$ cat config.mk
export PLATFORM = sky130hd
export DESIGN_NAME = hazard_unit_flat
export DESIGN_NICKNAME = d
export VERILOG_FILES = /design/src/rtl/hazard_unit_if.sv /design/src/rtl/hazard_unit.sv /design/src/flat_wrapper.sv
export SDC_FILE = /design/constraint.sdc
export NUM_CORES = 1
export LEC_CHECK = 0
export BUFFER_PORTS_ARGS = -buffer_cell sky130_fd_sc_hd__clkbuf_2
export CELL_PAD_IN_SITES_DETAIL_PLACEMENT = 1
export CELL_PAD_IN_SITES_GLOBAL_PLACEMENT = 1
export CORE_MARGIN = 2
export CORE_UTILIZATION = 32
export CTS_CLUSTER_SIZE = 30
export DETAILED_ROUTE_END_ITERATION = 16
export PLACE_DENSITY_LB_ADDON = 0.08
export SYNTH_ARGS = -nofsm -noshare
export SYNTH_HDL_FRONTEND = slang
export SYNTH_SLANG_ARGS = --single-unit
export TNS_END_PERCENT = 1
$ cat constraint.sdc
create_clock -name clk -period 1.9 [get_ports clk]
set_clock_uncertainty 0.2 [all_clocks]
set_input_delay 0.095 -clock clk [delete_from_list [all_inputs] [get_ports clk]]
set_output_delay 0.095 -clock clk [all_outputs]
set_load 0.03 [all_outputs]
$ cat src/rtl/hazard_unit_if.sv
// Pipeline hazard interface: stage register indices/enables in, stall/flush/forward controls out.
// The pipeline side drives the "master" modport; the hazard unit uses "slave".
interface hazard_unit_if #(parameter int CNT_W = 16);
   logic [4:0]       id_rs;
   logic [4:0]       id_rt;
   logic             id_uses_rt;
   logic [4:0]       ex_rs;
   logic [4:0]       ex_rt;
   logic [4:0]       ex_rd;
   logic             ex_regwrite;
   logic             ex_memread;
   logic [4:0]       mem_rd;
   logic             mem_regwrite;
   logic [4:0]       wb_rd;
   logic             wb_regwrite;
   logic             branch_taken;
   logic             jump_taken;
   logic             pc_write;
   logic             ifid_write;
   logic             ifid_flush;
   logic             idex_flush;
   logic             exmem_flush;
   logic [1:0]       fwd_a;
   logic [1:0]       fwd_b;
   logic [1:0]       state;
   logic [CNT_W-1:0] stall_count;
   logic [CNT_W-1:0] flush_count;

   modport master (
      output id_rs, id_rt, id_uses_rt, ex_rs, ex_rt, ex_rd, ex_regwrite, ex_memread,
             mem_rd, mem_regwrite, wb_rd, wb_regwrite, branch_taken, jump_taken,
      input  pc_write, ifid_write, ifid_flush, idex_flush, exmem_flush,
             fwd_a, fwd_b, state, stall_count, flush_count
   );

   modport slave (
      input  id_rs, id_rt, id_uses_rt, ex_rs, ex_rt, ex_rd, ex_regwrite, ex_memread,
             mem_rd, mem_regwrite, wb_rd, wb_regwrite, branch_taken, jump_taken,
      output pc_write, ifid_write, ifid_flush, idex_flush, exmem_flush,
             fwd_a, fwd_b, state, stall_count, flush_count
   );
endinterface

$ cat src/rtl/hazard_unit.sv
// 5-stage pipeline hazard unit: combinational stall/flush/forward controls, observational FSM, perf counters.
// Optional macro FORWARD_EN: enables EX operand forwarding and limits stalls to load-use.
module hazard_unit #(
   parameter int CNT_W = 16
) (
   input logic         clk,
   input logic         rst_n,
   hazard_unit_if.slave hif
);

   typedef enum logic [1:0] {
      RUN   = 2'b00,
      STALL = 2'b01,
      FLUSH = 2'b10
   } state_t;

   state_t state_q;
   state_t state_d;

   logic             hazard;
   logic             redirect;
   logic             stall_act;
   logic [1:0]       fwd_a_c;
   logic [1:0]       fwd_b_c;
   logic [CNT_W-1:0] stall_cnt_q;
   logic [CNT_W-1:0] flush_cnt_q;

   // Register 0 is hardwired, so it never creates a dependency.
   function automatic logic reg_match(input logic [4:0] src, input logic [4:0] dst, input logic we);
      return we && (src == dst) && (dst != 5'd0);
   endfunction

   function automatic logic id_reads(input logic [4:0] dst, input logic we);
      return reg_match(hif.id_rs, dst, we) || (hif.id_uses_rt && reg_match(hif.id_rt, dst, we));
   endfunction

   function automatic logic [1:0] fwd_sel(input logic [4:0] src);
      if (reg_match(src, hif.mem_rd, hif.mem_regwrite))
         return 2'b10;
      else if (reg_match(src, hif.wb_rd, hif.wb_regwrite))
         return 2'b01;
      else
         return 2'b00;
   endfunction

`ifdef FORWARD_EN
   assign hazard  = id_reads(hif.ex_rd, hif.ex_regwrite && hif.ex_memread);
   assign fwd_a_c = fwd_sel(hif.ex_rs);
   assign fwd_b_c = fwd_sel(hif.ex_rt);
`else
   // Without forwarding the consumer waits until its producer has written back.
   assign hazard  = id_reads(hif.ex_rd, hif.ex_regwrite)
                 || id_reads(hif.mem_rd, hif.mem_regwrite)
                 || id_reads(hif.wb_rd, hif.wb_regwrite);
   assign fwd_a_c = 2'b00;
   assign fwd_b_c = 2'b00;
`endif

   assign redirect  = hif.branch_taken || hif.jump_taken;
   assign stall_act = hazard && !redirect;

   always_ff @(posedge clk or negedge rst_n) begin
      if (!rst_n)
         state_q <= RUN;
      else
         state_q <= state_d;
   end

   always_comb begin
      state_d = RUN;
      if (redirect)
         state_d = FLUSH;
      else if (hazard)
         state_d = STALL;
   end

   always_comb begin
      hif.pc_write    = 1'b1;
      hif.ifid_write  = 1'b1;
      hif.ifid_flush  = 1'b0;
      hif.idex_flush  = 1'b0;
      hif.exmem_flush = 1'b0;
      hif.fwd_a       = fwd_a_c;
      hif.fwd_b       = fwd_b_c;
      if (!rst_n) begin
         hif.pc_write    = 1'b0;
         hif.ifid_write  = 1'b0;
         hif.ifid_flush  = 1'b1;
         hif.idex_flush  = 1'b1;
         hif.exmem_flush = 1'b1;
         hif.fwd_a       = 2'b00;
         hif.fwd_b       = 2'b00;
      end else if (redirect) begin
         hif.ifid_flush  = 1'b1;
         hif.idex_flush  = 1'b1;
         hif.exmem_flush = 1'b1;
      end else if (hazard) begin
         hif.pc_write    = 1'b0;
         hif.ifid_write  = 1'b0;
         hif.idex_flush  = 1'b1;
      end
   end

   always_ff @(posedge clk or negedge rst_n) begin
      if (!rst_n) begin
         stall_cnt_q <= '0;
         flush_cnt_q <= '0;
      end else begin
         if (stall_act && (stall_cnt_q != '1))
            stall_cnt_q <= stall_cnt_q + 1'b1;
         if (redirect && (flush_cnt_q != '1))
            flush_cnt_q <= flush_cnt_q + 1'b1;
      end
   end

   assign hif.state       = state_q;
   assign hif.stall_count = stall_cnt_q;
   assign hif.flush_count = flush_cnt_q;

endmodule

$ cat src/flat_wrapper.sv
// flat-port wrapper written by rule: the top's interface ports become plain ports
module hazard_unit_flat 
#(
   parameter int CNT_W = 16
)
  (clk, rst_n, hif_id_rs, hif_id_rt, hif_id_uses_rt, hif_ex_rs, hif_ex_rt, hif_ex_rd, hif_ex_regwrite, hif_ex_memread, hif_mem_rd, hif_mem_regwrite, hif_wb_rd, hif_wb_regwrite, hif_branch_taken, hif_jump_taken, hif_pc_write, hif_ifid_write, hif_ifid_flush, hif_idex_flush, hif_exmem_flush, hif_fwd_a, hif_fwd_b, hif_state, hif_stall_count, hif_flush_count);
  hazard_unit_if #(.CNT_W(CNT_W)) hif_i ();
  input logic clk;
  input logic rst_n;
  input wire logic [$bits(hif_i.id_rs)-1:0] hif_id_rs;
  input wire logic [$bits(hif_i.id_rt)-1:0] hif_id_rt;
  input wire logic [$bits(hif_i.id_uses_rt)-1:0] hif_id_uses_rt;
  input wire logic [$bits(hif_i.ex_rs)-1:0] hif_ex_rs;
  input wire logic [$bits(hif_i.ex_rt)-1:0] hif_ex_rt;
  input wire logic [$bits(hif_i.ex_rd)-1:0] hif_ex_rd;
  input wire logic [$bits(hif_i.ex_regwrite)-1:0] hif_ex_regwrite;
  input wire logic [$bits(hif_i.ex_memread)-1:0] hif_ex_memread;
  input wire logic [$bits(hif_i.mem_rd)-1:0] hif_mem_rd;
  input wire logic [$bits(hif_i.mem_regwrite)-1:0] hif_mem_regwrite;
  input wire logic [$bits(hif_i.wb_rd)-1:0] hif_wb_rd;
  input wire logic [$bits(hif_i.wb_regwrite)-1:0] hif_wb_regwrite;
  input wire logic [$bits(hif_i.branch_taken)-1:0] hif_branch_taken;
  input wire logic [$bits(hif_i.jump_taken)-1:0] hif_jump_taken;
  output wire logic [$bits(hif_i.pc_write)-1:0] hif_pc_write;
  output wire logic [$bits(hif_i.ifid_write)-1:0] hif_ifid_write;
  output wire logic [$bits(hif_i.ifid_flush)-1:0] hif_ifid_flush;
  output wire logic [$bits(hif_i.idex_flush)-1:0] hif_idex_flush;
  output wire logic [$bits(hif_i.exmem_flush)-1:0] hif_exmem_flush;
  output wire logic [$bits(hif_i.fwd_a)-1:0] hif_fwd_a;
  output wire logic [$bits(hif_i.fwd_b)-1:0] hif_fwd_b;
  output wire logic [$bits(hif_i.state)-1:0] hif_state;
  output wire logic [$bits(hif_i.stall_count)-1:0] hif_stall_count;
  output wire logic [$bits(hif_i.flush_count)-1:0] hif_flush_count;
  assign hif_i.id_rs = hif_id_rs;
  assign hif_i.id_rt = hif_id_rt;
  assign hif_i.id_uses_rt = hif_id_uses_rt;
  assign hif_i.ex_rs = hif_ex_rs;
  assign hif_i.ex_rt = hif_ex_rt;
  assign hif_i.ex_rd = hif_ex_rd;
  assign hif_i.ex_regwrite = hif_ex_regwrite;
  assign hif_i.ex_memread = hif_ex_memread;
  assign hif_i.mem_rd = hif_mem_rd;
  assign hif_i.mem_regwrite = hif_mem_regwrite;
  assign hif_i.wb_rd = hif_wb_rd;
  assign hif_i.wb_regwrite = hif_wb_regwrite;
  assign hif_i.branch_taken = hif_branch_taken;
  assign hif_i.jump_taken = hif_jump_taken;
  assign hif_pc_write = hif_i.pc_write;
  assign hif_ifid_write = hif_i.ifid_write;
  assign hif_ifid_flush = hif_i.ifid_flush;
  assign hif_idex_flush = hif_i.idex_flush;
  assign hif_exmem_flush = hif_i.exmem_flush;
  assign hif_fwd_a = hif_i.fwd_a;
  assign hif_fwd_b = hif_i.fwd_b;
  assign hif_state = hif_i.state;
  assign hif_stall_count = hif_i.stall_count;
  assign hif_flush_count = hif_i.flush_count;
  hazard_unit #(.CNT_W(CNT_W)) u_core (.clk(clk), .rst_n(rst_n), .hif(hif_i));
endmodule
After elaboration in Yosys (flattened, before gate mapping)
Index checks and enable logic that the tools add are counted.
W data, S select, Z words.
{"block": "word_totals", "wordCells": 51, "output_inout_bits": 43, "reg_bits": 34}
{"block": "op_classes", "reduce_logical": 28, "mux": 10, "eq_ne": 8, "addsub": 2}
{"cell": "$add A16 B1 Y16 const B", "count": 2}
{"cell": "$ne A16 B16 Y1 const B", "count": 2}
{"cell": "$eq A5 B5 Y1", "count": 6}
{"cell": "$logic_and A1 B1 Y1", "count": 18}
{"cell": "$reduce_bool A5 Y1", "count": 3}
{"cell": "$mux W1", "count": 9}
{"cell": "$logic_or A1 B1 Y1", "count": 6}
{"cell": "$mux W2", "count": 1}
{"cell": "$logic_not A1 Y1", "count": 1}

Depth between registers and ports, before layout
Gate-level depths: netlist of run 1.
{"block": "depth", "ltp_word": 10, "mapped_depth": 8, "ltp_nobuf": 7}

Least setup slack after synthesis of run 1
No wires, ideal clock.
{"block": "synth_timing", "path_kind": "input to output", "startpoint": "in hif_wb_rd[1]", "endpoint": "out hif_pc_write", "path_stages": 7, "arrival_ps": 2089, "setup_slack_ps": -484, "cell_sequence": "or4_1 > o21a_1 > a222oi_1 > buf_4 > nor2_1 > nor2b_1 > buf_4"}
{"block": "synth_via", "elab_chain_cells": 9}
{"item": "from (decl)", "line": "flat_wrapper.sv:20", "source": "input wire logic [$bits(hif_i.wb_rd)-1:0] hif_wb_rd;"}
{"item": "$eq A5 B5 Y1", "line": "hazard_unit.sv:30", "source": "return we && (src == dst) && (dst != 5'd0);"}
{"item": "$logic_and A1 B1 Y1 (2 in a row)", "line": "hazard_unit.sv:30"}
{"item": "$logic_and A1 B1 Y1", "line": "hazard_unit.sv:34", "source": "return reg_match(hif.id_rs, dst, we) || (hif.id_uses_rt && reg_match(hif.id_rt, dst, we));"}
{"item": "$logic_or A1 B1 Y1 *", "line": "hazard_unit.sv:34"}
{"item": "$logic_or A1 B1 Y1 *", "line": "hazard_unit.sv:54", "source": "|| id_reads(hif.wb_rd, hif.wb_regwrite);"}
{"item": "$mux W1 * (3 in a row)"}
{"item": "to (decl)", "line": "flat_wrapper.sv:24", "source": "output wire logic [$bits(hif_i.pc_write)-1:0] hif_pc_write;"}
Every way passes the cells marked *; elsewhere a longest branch is shown, timed or not.

Worst setup path in the final report of run 1
{"block": "layout_timing", "startpoint": "in hif_wb_rd[1]", "endpoint": "out hif_ifid_write"}
{"block": "layout_via", "elab_chain_cells": 9}
{"item": "$eq A5 B5 Y1", "line": "hazard_unit.sv:30"}
{"item": "$logic_and A1 B1 Y1 (2 in a row)", "line": "hazard_unit.sv:30"}
{"item": "$logic_and A1 B1 Y1", "line": "hazard_unit.sv:34"}
{"item": "$logic_or A1 B1 Y1 *", "line": "hazard_unit.sv:34"}
{"item": "$logic_or A1 B1 Y1 *", "line": "hazard_unit.sv:54"}
{"item": "$mux W1 *", "line": "hazard_unit.sv:97", "source": "end else if (hazard) begin"}
{"item": "$mux W1 *", "line": "hazard_unit.sv:93", "source": "end else if (redirect) begin"}
{"item": "$mux W1 *", "line": "hazard_unit.sv:85", "source": "if (!rst_n) begin"}
{"item": "to (decl)", "line": "flat_wrapper.sv:25", "source": "output wire logic [$bits(hif_i.ifid_write)-1:0] hif_ifid_write;"}
Marked as above.

==> results of run 1 <==
## worst reg2reg max path, cell delays in order, from the launching register on
cell and delay [ns]:
dfrtp_2 0.35, and4_1 0.23, and4_1 0.30, and3_1 0.23, nand3_1 0.10, nor4b_2 0.28
xor2_1 0.16
## power by group
part / total, W / internal (W) / switching (W)
clock network: 0.000682 / 0.000420 / 0.000262
registers: 0.000900 / 0.000830 / 0.0000700
logic: 0.00100 / 0.000446 / 0.000555
## repair_timing
action	in CTS	in global routing
resized for setup	7	9
setup endpoints to repair	12	28
pin swaps	3	2
buffers inserted	1	0
hold buffers	1	0
endpoints found under the hold margin	34	0
## path summary, 6_finish.rpt
check	cells past startpoint	slack [ns]	end
worst min register to register	1	0.29	u_core.hif.stall_count[15]$_DFFE_PN0P_
worst max register to register	6	-0.02	u_core.hif.stall_count[15]$_DFFE_PN0P_
max in group asynchronous	3	0.98	u_core.hif.flush_count[0]$_DFFE_PN0P_
min in group clk	5	0.15	u_core.hif.stall_count[7]$_DFFE_PN0P_
worst min-delay path	2	-0.001	u_core.hif.stall_count[15]$_DFFE_PN0P_
worst max-delay path	8	-0.16	hif_ifid_write
## final cells by class
| cell class | count | area [sq um] |
|---|---|---|
| tap | 77 | 96.3 |
| clock buffer | 6 | 82.6 |
| inverter | 1 | 3.75 |
| fill | 770 | 3150 |
| clock inverter | 1 | 30.0 |
| timing repair buffer | 128 | 821 |
| sequential | 34 | 860 |
| multi-input combinational | 165 | 1200 |
## per-stage QoR
stage / setup slack (ns) / instance area [sq um] / util, % / power [W]
floorplan: -0.121 / 2100 / - / 0.00144
global placement: -0.270 / 2890 / 46.4 / 0.00186
detailed placement: -0.320 / 2890 / 46.4 / 0.00189
CTS: -0.181 / 3050 / 48.9 / 0.00259
global route: -0.258 / 3090 / 49.5 / 0.00275
finish: -0.160 / 3090 / 49.5 / 0.00258
## flip-flops by register name (all words and copies together) (netlist names)
| signal | cells |
|---|---|
| u_core.hif.flush_count | 16 |
| u_core.hif.stall_count | 16 |
| u_core.hif.state | 2 |
## metal layers
metal	global-route usage, %	wire, um	up-vias
met4	4.40	63	0
met1	20.6	2450	925
met2	30.0	2860	40
met5	0	0	-
met3	2.87	206	5
li1	-	-	954
## logic make-up (layout without fill, tap and decap cells)
family          after synthesis  count (layout)  synth area share (%)
compound gates                9               9                  3.38
other cells                   1               4                 0.184
flops                        34              34                  41.8
buf+inv                      10             136                  3.50
simple gates                 88              88                  22.5
xor+xnor                     59              59                  25.4
mux                           3               3                  2.03
fa+ha+maj                     2               2                  1.23
## placed cells by master, fill, tap and decap left out, types with 5 or more instances in the layout
cell	synthesis	layout
clkbuf_2	0	67
buf_4	7	56
xnor2_1	40	40
dfrtp_1	34	27
nand2_1	25	24
xor2_1	19	19
nand4_1	12	12
nor3_1	12	12
nand3_1	11	10
clkbuf_8	0	7
dfrtp_2	0	7
nor2_1	7	5
and3_1	5	5
==> impl_metrics.toml, run 1 <==
[outcome]
status = "finished with violations"
violations = "negative hold slack, negative setup slack"

[setup_path]
path_buf_inv = 3
crit_start = "hif_wb_rd[1]"
crit_type = "input pin to output port"
critPathRequiredTime_ns = 1.60
crit_arrival_ns = 1.77
crit_fanout = 3
r2r-start = "u_core.hif.stall_count[4]$_DFFE_PN0P_"
critPathTopFamily = "simple AND/OR/NAND/NOR gates"
crit_slowest_cell = "or4_4"
critPathMaxStageDelay_ns = 0.52
worst_setup_path_start_kind = "input pin"
end_kind = "output port"
path_cells = "buf_6 > or4_4 > o21a_1 > a222oi_1 > buf_4 > nor2_4 > nor2b_4 > buf_8"

[placed_design]
place_inst = 403
dp_hpwl_mm = 4.64
port_buffers = 71
gp_congestion = 0.797

[timing]
finalCriticalPeriod_ns = 2.06
fin_ws_ns = -0.160
fin_hold_ws_ns = -0.00103
slew_violations = 0
finalCritPeriodShare_pct = 108
rsz0062_at_grt = "true"
fin_setup_tns_ns = -1.38
max_freq_mhz = 485
setup_viol = 17
hold_viol_final = 5

[global_route]
overflow = 0
grt_pass1_vias = 2057
grt.total_usage_pct = 16.7
grt_max_degree = 17
grt_pass1_wl_mm = 9.47
antenna_found_initial = 0

[yosys]
yosysTopAreaCell = "dfrtp_1"
synthFlopType = "dfrtp_1"
ys_seq_area_share_pct = 41.8
yosysUniqueCellTypes = 31
yosysMostFrequentCell = "xnor2_1"
synth.top_cell.area_share_pct = 41.8
synth_edf_count = 0
yosys-top-cells-count = "xnor2_1, dfrtp_1, nand2_1, xor2_1"
syn_inst = 206
ys_seq_elements = 34
postSynthAreaPerCell_sq_um = 9.88
synth_area_leaders = "dfrtp_1, xnor2_1, xor2_1"
synth.cell_area_sq_um = 2040
synth-async-reset-ratio_pct = 100
ys.warnings.count = 0

[drt]
first_pass_iters = 4
ant_nets = 0
vias_per_cell = 4.67
vias = 1924
wl_per_cell_um = 13.5
drc = 0
first_iter_violations = 34
wirelength_mm = 5.57

[finish]
n_antenna_cell = 0
area.growth.synth_to_final_pct = 51.8
final_cells = 412
drive_above_1_share_pct = 46.6
fin_nets = 381

[clock_network]
cts_sinks = 34
ctsHtreeMaxLevel = 2
cts_root_buf = "clkbuf_8"
clk_pin_slew_worst_paths_ns = 0.07
numCtsBuffers = 5
cts_tree = "yes"
ctsLongestPathBuffers = 2
insertion_delay_ns = 0.29

[die]
fp.dieW_um = 83.8
die-area_sq_um = 7020
fp.dieH_um = 83.8
core_region_area_sq_um = 6240
pin_count = 87
rows = 29
initial_core_util_pct = 32.6

[flow_run]
drv_cap = 0

[power_and_ir_drop]
vdd_ir_drop_max_v = 0.00102
p_per_area_nw_per_um2 = 836
p_leak_nw = 1.53

[worst_hold_path]
hold_path.class = "input pin to async pin"
Note: power is estimated with default switching activity, not from simulation.
==> run 2: changes to the inputs <==
--- a/config.mk
+++ b/config.mk
@@ -12,7 +12,7 @@
 export CORE_UTILIZATION = 32
 export CTS_CLUSTER_SIZE = 30
 export DETAILED_ROUTE_END_ITERATION = 16
-export PLACE_DENSITY_LB_ADDON = 0.08
+export PLACE_DENSITY = 0.85
 export SYNTH_ARGS = -nofsm -noshare
 export SYNTH_HDL_FRONTEND = slang
 export SYNTH_SLANG_ARGS = --single-unit
==> run 2 against run 1 <==
  * The flow finishes with violations (negative setup slack)
  * Design area down 3.9%
  * Final cell count down 2.7%
  * Critical path depth unchanged
==> impl_metrics.toml, run 2 (synthesis results as in run 1) <==
[clock_network]
cts_sinks = 34
numCtsBuffers = 5
ctsLongestPathBuffers = 2
ctsHtreeMaxLevel = 2
clk_pin_slew_worst_paths_ns = 0.06
cts_tree = "yes"
insertion_delay_ns = 0.29
cts_root_buf = "clkbuf_8"

[drt]
first_pass_iters = 4
drc = 0
wirelength_mm = 6.20
vias = 1976
vias_per_cell = 4.93
ant_nets = 0
wl_per_cell_um = 15.5
first_iter_violations = 43

[setup_path]
worst_setup_path_start_kind = "input pin"
rrSetupSlack_ns = 0
r2r-start = "u_core.hif.stall_count[4]$_DFFE_PN0P_"
crit_fanout = 3
end_kind = "output port"
critPathRequiredTime_ns = 1.60
crit_arrival_ns = 1.74
crit_type = "input pin to output port"
reg2regPathDepth = 7
r2r_end = "u_core.hif.stall_count[6]$_DFFE_PN0P_"

[power_and_ir_drop]
seqPwrFrac_pct = 39.2
clkPwrFrac_pct = 23.1
p_per_area_nw_per_um2 = 795
comb_power_share_pct = 37.7
vdd_ir_drop_max_v = 0.000375
p_leak_nw = 1.45
swShare_pct = 36.8
p_sw_w = 0.000868
power.internal_w = 0.00149

[global_route]
grt_max_degree = 23
grt.total_usage_pct = 18.3
grt_pass1_wl_mm = 10.3
grt_pass1_vias = 2146
antenna_found_initial = 0
overflow = 0

[finish]
fin_nets = 369
layout_commonest_cell = "clkbuf_2"
area.growth.synth_to_final_pct = 45.9
final_cell_mix = "clkbuf_2, buf_4, xnor2_1"
fin_area_sq_um = 2970
n_antenna_cell = 0
drive_above_1_share_pct = 45.1
n_fill_cell = 762

[placed_design]
dp_hpwl_mm = 4.99
port_buffers = 71
gp_congestion = 0.851
place_ws_ns = -0.268
placed_area_sq_um = 2800

[timing]
hold_viol_final = 0
slew_violations = 0
setup_viol = 14
finalCriticalPeriod_ns = 2.04
max_freq_mhz = 491
rsz0062_at_grt = "true"
finalCritPeriodShare_pct = 107
fin_ws_ns = -0.135

[flow_run]
drv_cap = 0

[die]
pin_count = 87
initial_core_util_pct = 32.6
die-area_sq_um = 7020
fp.dieH_um = 83.8
fp.dieW_um = 83.8
core_region_area_sq_um = 6240
rows = 29

[outcome]
violations = "negative setup slack"
status = "finished with violations"

[worst_hold_path]
hold_path.class = "input pin to async pin"
-- run 2: layer usage --
metal  wire (um)  part of all wire, %  track usage (%)
met1        2360                   38             20.3
met2        3430                   55             34.3
met3         286                  4.6             3.96
met4         126                  2.0             6.30
met5           0                    0                0
-- run 2: final cells by class --
type,count,area (sq um),area share [%]
clock buffer,7,86.3,2.91
clock inverter,1,5.00,0.169
inverter,1,3.75,0.126
multi-input combinational,165,1200,40.3
sequential,34,860,29.0
tap,77,96.3,3.24
timing repair buffer,116,722,24.3
-- run 2: worst max path at each step --
stage | start | to | slack, ns | depth (start not counted)
final | hif_wb_rd[1] | hif_ifid_write | -0.14 | 8
after detailed placement | hif_wb_rd[1] | u_core.hif.stall_count[11]$_DFFE_PN0P_ | -0.27 | 8
after global routing | hif_wb_rd[1] | hif_ifid_write | -0.24 | 8
after global placement | hif_wb_rd[1] | u_core.hif.stall_count[10]$_DFFE_PN0P_ | -0.23 | 7
after floorplan | hif_wb_rd[1] | hif_pc_write | -0.12 | 7
after CTS | hif_wb_rd[1] | hif_ifid_write | -0.15 | 8
-- run 2: through the flow --
step	setup TNS [ns]	util [%]	total power, W	instances	hold WS, ns
floorplan	-1.15	-	0.00144	209	-0.401
detailed placement	-3.97	44.9	0.00181	391	-0.156
global route	-2.40	47.6	0.00250	401	0.0926
finish	-0.824	47.6	0.00236	401	0.0870
global placement	-3.54	44.9	0.00176	391	-0.171
CTS	-0.750	47.3	0.00239	401	0.0663
-- run 2: timing repair --
action                                  in CTS  in global routing
buffers inserted                             1                  0
hold endpoints to repair                    34                  0
pin swaps                                    3                  2
resized for setup                           10                  4
endpoints found under the setup margin      11                 28
hold buffers                                 1                  0
-- run 2: worst max-delay path, cell delays in order --
cell and delay, ns:
clkbuf_2 0.09, or4_1 0.50, o21a_1 0.19, a222oi_1 0.31, buf_4 0.20, nor2_4 0.04, nor2b_4 0.15, clkbuf_8 0.17
-- run 2: power by group through the flow --
| stage | combinational, W | clock [W] | sequential, W |
|---|---|---|---|
| floorplan | 0.000300 | 0 | 0.00114 |
| global placement | 0.000841 | 0 | 0.000924 |
| detailed placement | 0.000876 | 0 | 0.000935 |
| CTS | 0.000898 | 0.000570 | 0.000922 |
| global route | 0.000959 | 0.000602 | 0.000941 |
| finish | 0.000889 | 0.000546 | 0.000924 |
